**config.mk**
```make
export PLATFORM = sky130hd
export DESIGN_NAME = mux16_rr_arbiter
export DESIGN_NICKNAME = d
export VERILOG_FILES = /design/src/rtl/mux16_arb_pkg.sv /design/src/rtl/rr_pick16.sv /design/src/rtl/mux16_rr_arbiter.sv
export SDC_FILE = /design/constraint.sdc
export NUM_CORES = 1
export LEC_CHECK = 0
export CAP_MARGIN = 20
export CORE_ASPECT_RATIO = 0.7
export CORE_UTILIZATION = 50
export DETAILED_ROUTE_END_ITERATION = 10
export PLACE_DENSITY = 0.71
export SYNTH_ARGS = -nofsm -noshare
export SYNTH_HDL_FRONTEND = slang
export SYNTH_SLANG_ARGS = --single-unit
```
**constraint.sdc**
```tcl
create_clock -name clk -period 7.2 [get_ports clk]
set_input_delay 1.08 -clock clk [delete_from_list [all_inputs] [get_ports clk]]
set_output_delay 1.08 -clock clk [all_outputs]
set_load 0.01 [all_outputs]
```
**src/rtl/mux16_arb_pkg.sv**
```systemverilog
// Shared constants for the 16-way mux arbiter: requester count, select width,
// FSM state encoding and a one-hot decode helper.
package mux16_arb_pkg;

   localparam int NREQ  = 16;
   localparam int SEL_W = 4;

   localparam logic [0:0] IDLE  = 1'b0;
   localparam logic [0:0] GRANT = 1'b1;

   function automatic logic [NREQ-1:0] onehot16(input logic [SEL_W-1:0] i);
      return {{(NREQ-1){1'b0}}, 1'b1} << i;
   endfunction

endpackage

```
**src/rtl/rr_pick16.sv**
```systemverilog
// Combinational rotating-priority picker: first set bit of req & mask,
// searching upward from ptr+1 (or from 0 when fixed), wrapping at 15.
module rr_pick16
   import mux16_arb_pkg::*;
(
   input  logic [NREQ-1:0]  req,
   input  logic [NREQ-1:0]  mask,
   input  logic [SEL_W-1:0] ptr,
   input  logic             fixed,
   output logic             found,
   output logic [SEL_W-1:0] idx
);

   logic [NREQ-1:0]  cand;
   logic [SEL_W-1:0] start;
   logic [SEL_W-1:0] pos;

   assign cand  = req & mask;
   assign start = fixed ? '0 : ptr + 1'b1;

   // Walk offsets from farthest to nearest so the nearest hit is written last.
   always_comb begin
      found = 1'b0;
      idx   = '0;
      pos   = '0;
      for (int k = NREQ - 1; k >= 0; k--) begin
         pos = start + SEL_W'(k);
         if (cand[pos]) begin
            found = 1'b1;
            idx   = pos;
         end
      end
   end

endmodule

```
**src/rtl/mux16_rr_arbiter.sv**
```systemverilog
// Round-robin (or fixed-priority) arbiter driving a shared 16:1 word mux with a
// valid/ready output and one-hot ack. Optional burst lock: MUX16_ARB_LOCK_EN.
module mux16_rr_arbiter
   import mux16_arb_pkg::*;
#(
   parameter int PRIO_FIXED = 0,
   parameter int NREQ       = 16
) (
   input  logic            clk,
   input  logic            rst,
   input  logic [NREQ-1:0] req,
   input  logic            out_ready,
`ifdef MUX16_ARB_LOCK_EN
   input  logic [NREQ-1:0] lock,
`endif
   output logic            mux_e,
   output logic [3:0]      mux_s,
   output logic            out_valid,
   output logic [NREQ-1:0] ack,
   output logic            busy
);

   if (NREQ != 16) begin : g_nreq_check
      $error("mux16_rr_arbiter: NREQ must be 16 to match the 4-bit mux select");
   end

   logic [0:0]       state_q, state_d;
   logic             mux_e_q, mux_e_d;
   logic [SEL_W-1:0] mux_s_q, mux_s_d;
   logic [SEL_W-1:0] ptr_q, ptr_d;

   logic             xfer, keep, found, fixed;
   logic [SEL_W-1:0] idx, pick_ptr;
   logic [NREQ-1:0]  sel_oh, pick_mask;

   assign sel_oh    = onehot16(mux_s_q);
   assign busy      = (state_q == GRANT);
   assign out_valid = busy & req[mux_s_q];
   assign xfer      = out_valid & out_ready;
   assign ack       = xfer ? sel_oh : '0;
   assign mux_e     = mux_e_q;
   assign mux_s     = mux_s_q;
   assign fixed     = (PRIO_FIXED != 0);

`ifdef MUX16_ARB_LOCK_EN
   assign keep = xfer & lock[mux_s_q];
`else
   assign keep = 1'b0;
`endif

   // On a transfer the served line is still requesting: rotate past it in RR
   // mode; in fixed mode it may win again, which the FSM turns into a bubble.
   assign pick_ptr  = xfer ? mux_s_q : ptr_q;
   assign pick_mask = (xfer && !fixed) ? ~sel_oh : '1;

   rr_pick16 u_pick (
      .req   (req),
      .mask  (pick_mask),
      .ptr   (pick_ptr),
      .fixed (fixed),
      .found (found),
      .idx   (idx)
   );

   always_comb begin
      state_d = state_q;
      mux_e_d = mux_e_q;
      mux_s_d = mux_s_q;
      ptr_d   = ptr_q;
      if (state_q == IDLE) begin
         if (found) begin
            state_d = GRANT;
            mux_e_d = 1'b1;
            mux_s_d = idx;
         end else begin
            mux_e_d = 1'b0;
         end
      end else if (xfer) begin
         if (!keep) begin
            ptr_d = mux_s_q;
            if (found && idx != mux_s_q) begin
               mux_s_d = idx;
            end else begin
               state_d = IDLE;
               mux_e_d = 1'b0;
            end
         end
      end else if (!req[mux_s_q]) begin
         state_d = IDLE;
         mux_e_d = 1'b0;
      end
   end

   always_ff @(posedge clk) begin
      if (rst) begin
         state_q <= IDLE;
         mux_e_q <= 1'b0;
         mux_s_q <= '0;
         ptr_q   <= 4'd15;
      end else begin
         state_q <= state_d;
         mux_e_q <= mux_e_d;
         mux_s_q <= mux_s_d;
         ptr_q   <= ptr_d;
      end
   end

endmodule

```
==> PnR_summary.wiki, run 1 <==
{| class="wikitable"
! Metric !! Value
|-
| Run status || complete, no violations
|-
| Number of library cell types mapped by synthesis || 78
|-
| Clock tree from TritonCTS || built
|-
| Clock Skews || 0.00316 ns
|-
| Initial standard-cell utilization of the core || 52.8%
|-
| Io pins || 42
|-
| Largest family of logic cells by synthesized area || compound AO/OA/AOI/OAI gates
|-
| Number of search-and-repair iterations in the first detailed-routing pass || 6
|-
| Synthesized instance count || 566
|-
| Post-route core utilization || 60.7%
|-
| Worst EP arrival || 7.06 ns
|-
| Post-synth EDFFs || 0
|-
| Finish-stage setup viols || 0
|-
| Simple logic cell fraction of the synthesized area || 29.5%
|-
| Total half-perimeter wirelength after legalization and detailed placement || about 12000 um
|-
| Worst setup slack after placement || 0.0348 ns
|-
| DRT Wirelength || about 16000 um
|-
| Leftover overflow at the end of global routing || 0
|-
| Ys Warns || 0
|-
| Height of the die || between 70 and 80 um
|-
| Leading cell types by count after synthesis || 63 x sky130_fd_sc_hd__nor2_1, 62 x sky130_fd_sc_hd__nand2_1, 51 x sky130_fd_sc_hd__a21oi_1, 42 x sky130_fd_sc_hd__mux2i_1, 41 x sky130_fd_sc_hd__nand2b_1
|-
| Top cell type by total area after synthesis || sky130_fd_sc_hd__mux2i_1
|-
| Critical Path Sink Type || flop
|-
| Type of element launching the critical path || input port
|-
| Most frequently used cell type in the post-synthesis netlist || sky130_fd_sc_hd__nor2_1
|-
| Max-slew violation count || 0
|-
| Largest stage delay, worst path || 0.60 ns
|-
| Top-area cell type share of the netlist area || 10.6%
|-
| FF+latch area || 200 um^2
|-
| Final net count || 623
|-
| Root Driver || sky130_fd_sc_hd__clkbuf_16
|-
| Remaining number of nets flagged by the antenna check after routing || 0
|-
| Setup WS post-layout || ~0.29 ns
|-
| Via count normalized by instance count || 6.93
|-
| Clock transition at the register clock pins on the worst setup and hold paths after CTS || 0.04 ns
|-
| Post-route minimum period || 6.91 ns
|-
| Share of synthesized area occupied by flip-flops and latches || 5.07%
|-
| Crit path required time || between 7 and 8 ns
|-
| Maximum number of pins on one net before global-route repair || 35
|-
| Portion of netlist area occupied by mux cells || 18.9%
|-
| RSZ-0062 raised after global routing || no
|-
| Layout area overhead || 15.0%
|-
| Placeable core area || 7480 um^2
|-
| Number of I/O port buffers || 41
|-
| Clock insertion delay at the later pin of the skew report || 0.24 ns
|-
| Kind of cell adding the most delay to the critical path || compound AO/OA/AOI/OAI gates
|-
| Routed length per placed instance || 22.5 um
|-
| Share of flip-flops with an asynchronous set or reset after synthesis || 0%
|-
| Number of inserted filler cells in the final layout || between 700 and 800
|-
| Hold WS || 0.511 ns
|-
| Total global routing track utilization || approximately two fifths
|-
| Number of rows created at floorplan || 26
|-
| Final weighted congestion of routability-driven global placement || 1.09
|-
| Top cells by area, synth || sky130_fd_sc_hd__mux2i_1 11%, sky130_fd_sc_hd__nand2b_1 6.5%, sky130_fd_sc_hd__a21oi_1 6.5%, sky130_fd_sc_hd__nor2_1 6.0%, sky130_fd_sc_hd__nand2_1 5.9%
|-
| Fmax || 145 MHz
|-
| CTS sink cnt || 10
|-
| Multi-input gate area || 3440 um^2
|-
| Deepest level of the CTS H-tree || 1
|-
| Path type of the worst setup path || input port to flop
|-
| Final critical-path share of the clock period || 95.9%
|-
| Worst Max-Slew Pin Slew || 1.14 ns
|-
| Synthesized area || 3950 um^2
|-
| Number of antenna violations at the first check in global routing || 0
|-
| Number of clock buffers inserted by TritonCTS || 3
|-
| Drt drc || 0
|-
| Vias post-DR || 4820
|-
| Total Die Area || 8270 um^2
|-
| Tightest slew margin relative to the limit || 23.7%
|-
| Synth Area per Inst || between 6 and 7 um^2
|-
| Quantity of hold-fixing buffers added after cts || 0
|-
| Detailed router's first-iteration violation count || approximately 670
|-
| Count of state elements after synthesis || 10
|-
| DIE WIDTH || around 110 um
|-
| Largest driver fanout on the critical path || 18
|-
| Worst-path cell with the longest stage delay || sky130_fd_sc_hd__clkdlybuf4s50_1
|-
| Area share of xor/xnor cells in the synthesized design || under 10%
|-
| Maximum capacitance violations || 0
|-
| Via count of the first global-routing pass || 4379
|-
| Cell-by-cell trace of the critical path || clkdlybuf4s50_1 > mux2i_1 > a221oi_2 > and3_1 > buf_4 > nor3_1 > a21oi_1 > clkinv_1 > ha_1 > inv_1 > nand2_1 > a211oi_2 > nor2_4 > buf_4 > ha_1 > a21oi_1 > xnor2_2 > mux2i_1 > mux2i_1 > nand3_1 > nor4_4 > a21oi_2 > nand2b_1 > a21oi_1
|-
| Adder and majority cell fraction of the synthesized area || 1.58%
|-
| First-pass GRT wire length || ~25000 um
|-
| Layout cells sized above 1 || between 10 and 15%
|-
| Final count of hold timing violations || 0
|-
| Aggregate negative setup slack || 0 ns
|-
| Critical path buffers and inverters || 5
|-
| Area fraction in compound gates after synthesis || 32.8%
|-
| Primary flip-flop cell chosen by synthesis mapping || sky130_fd_sc_hd__dfxtp_1
|-
| Antenna Diode Count || 0
|-
| Hold WC Path Type || flop to flop
|-
| CTS Buffer Depth || 2
|-
| Mapped Nets || 590
|}
routing by layer:
metal | up-vias | global-route usage (%) | routed length, um
li1 | 2174 | - | -
met1 | 2223 | 54.3 | 6420
met2 | 384 | 51.3 | 6240
met3 | 39 | 19.2 | 2730
met4 | 0 | 8.90 | 296
met5 | - | 0 | 0
state kept, by name (all words and copies together), names as in the netlist:
register,count
mux_e,1
mux_s,4
ptr_q,4
busy,1
logic make-up after synthesis:
family | after synthesis
simple gates | 234
compound gates | 180
buf+inv | 63
mux | 62
xor+xnor | 12
flops | 10
fa+ha+maj | 5
worst reg2reg max path, delay by kind of cell (launching register included):
family | cells | cell delay (ns)
and+or+nand+nor | 7 | 1.45
adders and majority gates | 2 | 0.55
buffers and inverters | 3 | 0.51
muxes | 4 | 1.35
AOI/OAI and AO/OA | 5 | 1.42
xor gates and xnor gates | 1 | 0.24
DFF | 1 | 1.01
through the flow:
stage                     cell area (um^2)  std cells
final                                 4540        696
after global routing                  4540        696
after CTS                             4530        696
after detailed placement              4440        692
after global placement                4440        692
after floorplan                       3950        566
cell usage in the layout (no fill, tap or decap), types with 12 or more instances in the layout:
| master | count |
|---|---|
| sky130_fd_sc_hd__nor2_1 | 63 |
| sky130_fd_sc_hd__nand2_1 | 62 |
| sky130_fd_sc_hd__a21oi_1 | 51 |
| sky130_fd_sc_hd__mux2i_1 | 41 |
| sky130_fd_sc_hd__nand2b_1 | 41 |
| sky130_fd_sc_hd__clkdlybuf4s50_1 | 41 |
| sky130_fd_sc_hd__buf_4 | 25 |
| sky130_fd_sc_hd__inv_1 | 22 |
| sky130_fd_sc_hd__nor3_1 | 16 |
| sky130_fd_sc_hd__o22ai_1 | 14 |
| sky130_fd_sc_hd__a211oi_1 | 12 |
| sky130_fd_sc_hd__o21ai_0 | 12 |
timing repair:
| item | in CTS | in global routing |
|---|---|---|
| setup endpoints to repair | 0 | 4 |
| buffers inserted | 0 | 0 |
| hold endpoints to repair | 0 | 0 |
| gates resized for setup | 0 | 3 |
final cells by class:
class | instances | share of cell area (%)
clock buffers | 4 | 1.96
inverters | 25 | 2.07
multi-input cells | 493 | 75.7
flip-flops and latches | 10 | 4.41
well taps | 98 | 2.70
repair buffers | 66 | 13.2
path summary, 6_finish.rpt:
path,start,end,slack (ns),cells after the start
worst max-delay path,req[0],mux_s[1],0.29,24
worst min-delay path,ptr_q[3],ptr_q[3],0.51,1
worst max register to register,mux_s[1],mux_s[1],0.59,22
worst min register to register,ptr_q[3],ptr_q[3],0.51,1
Power of run 1 is not shown: default switching activity piles up to over one toggle a cycle in this logic, so the estimate is an artifact.
==> inputs of run 2 (changes only) <==
--- a/config.mk
+++ b/config.mk
@@ -8,6 +8,7 @@
 export CAP_MARGIN = 20
 export CORE_ASPECT_RATIO = 0.7
 export CORE_UTILIZATION = 50
+export CTS_CLUSTER_SIZE = 24
 export DETAILED_ROUTE_END_ITERATION = 10
 export PLACE_DENSITY = 0.71
 export SYNTH_ARGS = -nofsm -noshare
==> results of run 2 <==
The final DEF is identical to that of run 1; final timing and power are the same.
Power of run 2 is left out for the same reason.
==> inputs of run 3 (changes only) <==
--- a/config.mk
+++ b/config.mk
@@ -6,11 +6,13 @@
 export NUM_CORES = 1
 export LEC_CHECK = 0
 export CAP_MARGIN = 20
+export CELL_PAD_IN_SITES_DETAIL_PLACEMENT = 1
+export CELL_PAD_IN_SITES_GLOBAL_PLACEMENT = 1
 export CORE_ASPECT_RATIO = 0.7
-export CORE_UTILIZATION = 50
+export CORE_UTILIZATION = 43
 export CTS_CLUSTER_SIZE = 24
 export DETAILED_ROUTE_END_ITERATION = 10
-export PLACE_DENSITY = 0.71
+export PLACE_DENSITY = 0.82
 export SYNTH_ARGS = -nofsm -noshare
 export SYNTH_HDL_FRONTEND = slang
 export SYNTH_SLANG_ARGS = --single-unit
==> run 3 against run 2 <==
Against the previous run: cell count rose by 3.3%; wire length is 12% higher; die area is 16% higher; non-clock buffer count grew 1; setup slack improved by 0.0021 ns; final area is 1.3% higher; worst hold slack worse by 0.017 ns; via count increased by 0.66%; sequential cell count unchanged; clock skew down 0.0024 ns; register-to-register slack barely moved; first-iteration DRC count decreased by 8.8%; critical endpoint is now mux_s[2].
==> PnR_summary.wiki, run 3 (synthesis gave the netlist of run 1 again) <==
{| class="wikitable"
! Metric !! Value
|-
| Vias post-DR || 4852 (+0.66%)
|-
| Via count of the first global-routing pass || 4661 (+6.4%)
|-
| Initial standard-cell utilization of the core || 45.5% (-7.3 points)
|-
| Register-to-register setup slack || 0.60 ns (about the same)
|-
| Most common library cell in the layout ignoring fill and taps || sky130_fd_sc_hd__nor2_1
|-
| Routed length per placed instance || 24.5 um (+8.6%)
|-
| Total global routing track utilization || 37.4% (-1.1 points)
|-
| Worst Max-Slew Pin Slew || 1.15 ns (+0.0151 ns)
|-
| Antenna Diode Count || 0 (unchanged)
|-
| Beginning of the critical path || req[12]
|-
| Number of cells on the worst hold path || 1 (unchanged)
|-
| DRT Wirelength || 17600 um (+12%)
|-
| Run status || complete, no violations
|-
| Finish-stage setup viols || 0 (unchanged)
|-
| Hold WC Path Type || flop to flop
|-
| Io pins || 42 (unchanged)
|-
| Largest driver fanout on the critical path || 11 (-7)
|-
| Number of rows created at floorplan || 28 (+7.7%)
|-
| Total half-perimeter wirelength after legalization and detailed placement || 13400 um (+12%)
|-
| Clock transition at the register clock pins on the worst setup and hold paths after CTS || 0.05 ns (about the same)
|-
| Drt drc || 0 (unchanged)
|-
| CTS sink cnt || 10 (unchanged)
|-
| Final count of hold timing violations || 0 (unchanged)
|-
| RSZ-0062 raised after global routing || no
|-
| Maximum capacitance violations || 0 (unchanged)
|-
| Clock Skews || 0.000760 ns (-0.00240 ns)
|-
| Number of search-and-repair iterations in the first detailed-routing pass || 5 (-1)
|-
| Endpoint with the worst hold slack || ptr_q[3]
|-
| Type of element launching the critical path || input port
|-
| Fmax || 145 MHz (about the same)
|-
| Crit Reg-Reg Endpoint || mux_s[2]
|-
| Detailed router's first-iteration violation count || 613 (-8.8%)
|-
| Total Die Area || 9580 um^2 (+16%)
|-
| Worst EP arrival || 7.06 ns (about the same)
|-
| Worst min-delay path startpoint || ptr_q[3]
|-
| Root Driver || sky130_fd_sc_hd__clkbuf_16
|-
| Layout area overhead || 16.5%
|-
| Clock insertion delay at the later pin of the skew report || 0.25 ns (about the same)
|-
| Commonest non-fill, non-tap cells in the layout || 63 x sky130_fd_sc_hd__nor2_1, 62 x sky130_fd_sc_hd__nand2_1, 51 x sky130_fd_sc_hd__a21oi_1
|-
| Crit path required time || 7.36 ns (about the same)
|-
| Post-route minimum period || 6.91 ns (-0.00214 ns)
|-
| First-pass GRT wire length || 26800 um (+9.4%)
|-
| CTS Buffer Depth || 2 (unchanged)
|-
| Final critical-path share of the clock period || 95.9% (about the same)
|-
| Critical Path Sink Type || flop
|-
| Height of the die || 82.2 um (+7.6%)
|-
| Via count normalized by instance count || 6.75 (-2.6%)
|-
| Number of antenna violations at the first check in global routing || 0 (unchanged)
|-
| Critical R2R Launch || mux_s[0]
|-
| Remaining number of nets flagged by the antenna check after routing || 0 (unchanged)
|-
| Number of I/O port buffers || 41 (unchanged)
|-
| Quantity of hold-fixing buffers added after cts || 0 (unchanged)
|-
| Aggregate negative setup slack || 0 ns (unchanged)
|-
| Deepest level of the CTS H-tree || 1 (unchanged)
|-
| Final net count || 624 (+0.16%)
|-
| Leftover overflow at the end of global routing || 0 (unchanged)
|-
| R2R cell count || 23 (+4.5%)
|-
| Maximum number of pins on one net before global-route repair || 35 (unchanged)
|-
| Final weighted congestion of routability-driven global placement || 1.01 (-7.4%)
|-
| Path type of the worst setup path || input port to flop
|-
| Tightest slew margin relative to the limit || 22.7% (-1.0 points)
|-
| Layout cells sized above 1 || 13.7% (+0.31 points)
|-
| Clock tree from TritonCTS || built
|-
| Number of inserted filler cells in the final layout || 1159 (+59%)
|-
| Max-slew violation count || 0 (unchanged)
|-
| Number of clock buffers inserted by TritonCTS || 3 (unchanged)
|-
| Placeable core area || 8690 um^2 (+16%)
|-
| DIE WIDTH || 117 um (+7.7%)
|}
run 3: cell types whose count changed in the layout (fill, tap and decap cells not counted):
| cell | delta |
|---|---|
| sky130_fd_sc_hd__a211oi_2 | -1 |
| sky130_fd_sc_hd__a211oi_4 | +1 |
| sky130_fd_sc_hd__clkbuf_4 | +1 |
| sky130_fd_sc_hd__mux2i_2 | +1 |
| sky130_fd_sc_hd__mux2i_4 | -1 |
| sky130_fd_sc_hd__nor2_2 | -1 |
| sky130_fd_sc_hd__nor2_4 | +1 |
| sky130_fd_sc_hd__xnor2_1 | -1 |
| sky130_fd_sc_hd__xnor2_2 | +1 |
| sky130_fd_sc_hd__xor2_2 | -1 |
| sky130_fd_sc_hd__xor2_4 | +1 |
run 3: repair_timing:
action / 4_1_cts / 5_1_grt
setup buffers: 0 / 0
resized for setup: 0 / 6
setup endpoints to repair: 0 / 4
run 3: how the worst max path moves through the flow:
stage	endpoint	depth (start not counted)
after global placement	mux_s[2]	24
after detailed placement	mux_s[2]	24
final	mux_s[2]	24
after floorplan	mux_s[2]	26
after global routing	mux_s[2]	24
after CTS	mux_s[2]	24
run 3: worst max-delay path, stage by stage:
cell and delay (ns):
sky130_fd_sc_hd__clkdlybuf4s50_1 0.50, sky130_fd_sc_hd__mux2_2 0.34, sky130_fd_sc_hd__o221a_2 0.31, sky130_fd_sc_hd__and3_1 0.22, sky130_fd_sc_hd__buf_4 0.19, sky130_fd_sc_hd__nor3_1 0.24, sky130_fd_sc_hd__a21oi_1 0.11, sky130_fd_sc_hd__clkinv_1 0.10
sky130_fd_sc_hd__ha_1 0.18, sky130_fd_sc_hd__buf_4 0.19, sky130_fd_sc_hd__nand2b_1 0.12, sky130_fd_sc_hd__a211oi_4 0.38, sky130_fd_sc_hd__nor2_4 0.08, sky130_fd_sc_hd__inv_2 0.18, sky130_fd_sc_hd__ha_1 0.37, sky130_fd_sc_hd__xor2_4 0.31
sky130_fd_sc_hd__mux4_2 0.25, sky130_fd_sc_hd__mux2i_1 0.15, sky130_fd_sc_hd__or2_1 0.33, sky130_fd_sc_hd__or3_4 0.42, sky130_fd_sc_hd__nor4_4 0.38, sky130_fd_sc_hd__a21oi_2 0.18, sky130_fd_sc_hd__o211a_1 0.22, sky130_fd_sc_hd__a211oi_2 0.23
run 3: area by class of cell:
| type | instances | area, um^2 | area share [%] |
|---|---|---|---|
| Inverter | 25 | 93.8 | 2.04 |
| Tap cell | 120 | 150 | 3.26 |
| Clock buffer | 4 | 88.8 | 1.93 |
| Sequential cell | 10 | 200 | 4.35 |
| Timing Repair Buffer | 67 | 606 | 13.2 |
| Multi-Input combinational cell | 493 | 3460 | 75.3 |
run 3: through the flow:
stage	hold slack [ns]	util (%)	setup slack [ns]	cell area, um^2	cells
2_1_floorplan	0.456	-	0.597	3950	566
5_1_grt	0.503	53.0	0.0203	4600	719
6_report	0.494	53.0	0.295	4600	719
3_3_place_gp	0.472	51.4	0.460	4460	714
3_5_place_dp	0.479	51.4	0.141	4460	714
4_1_cts	0.490	52.4	0.347	4550	718
run 3: layer usage:
| layer | vias to the layer above | GRT usage [%] | wire [um] |
|---|---|---|---|
| met3 | 33 | 10.3 | 1990 |
| met1 | 2376 | 51.5 | 7690 |
| met5 | - | 0 | 0 |
| met4 | 0 | 8.23 | 261 |
| met2 | 281 | 58.1 | 7660 |
| li1 | 2162 | - | - |
Power of run 3 is left out for the same reason.
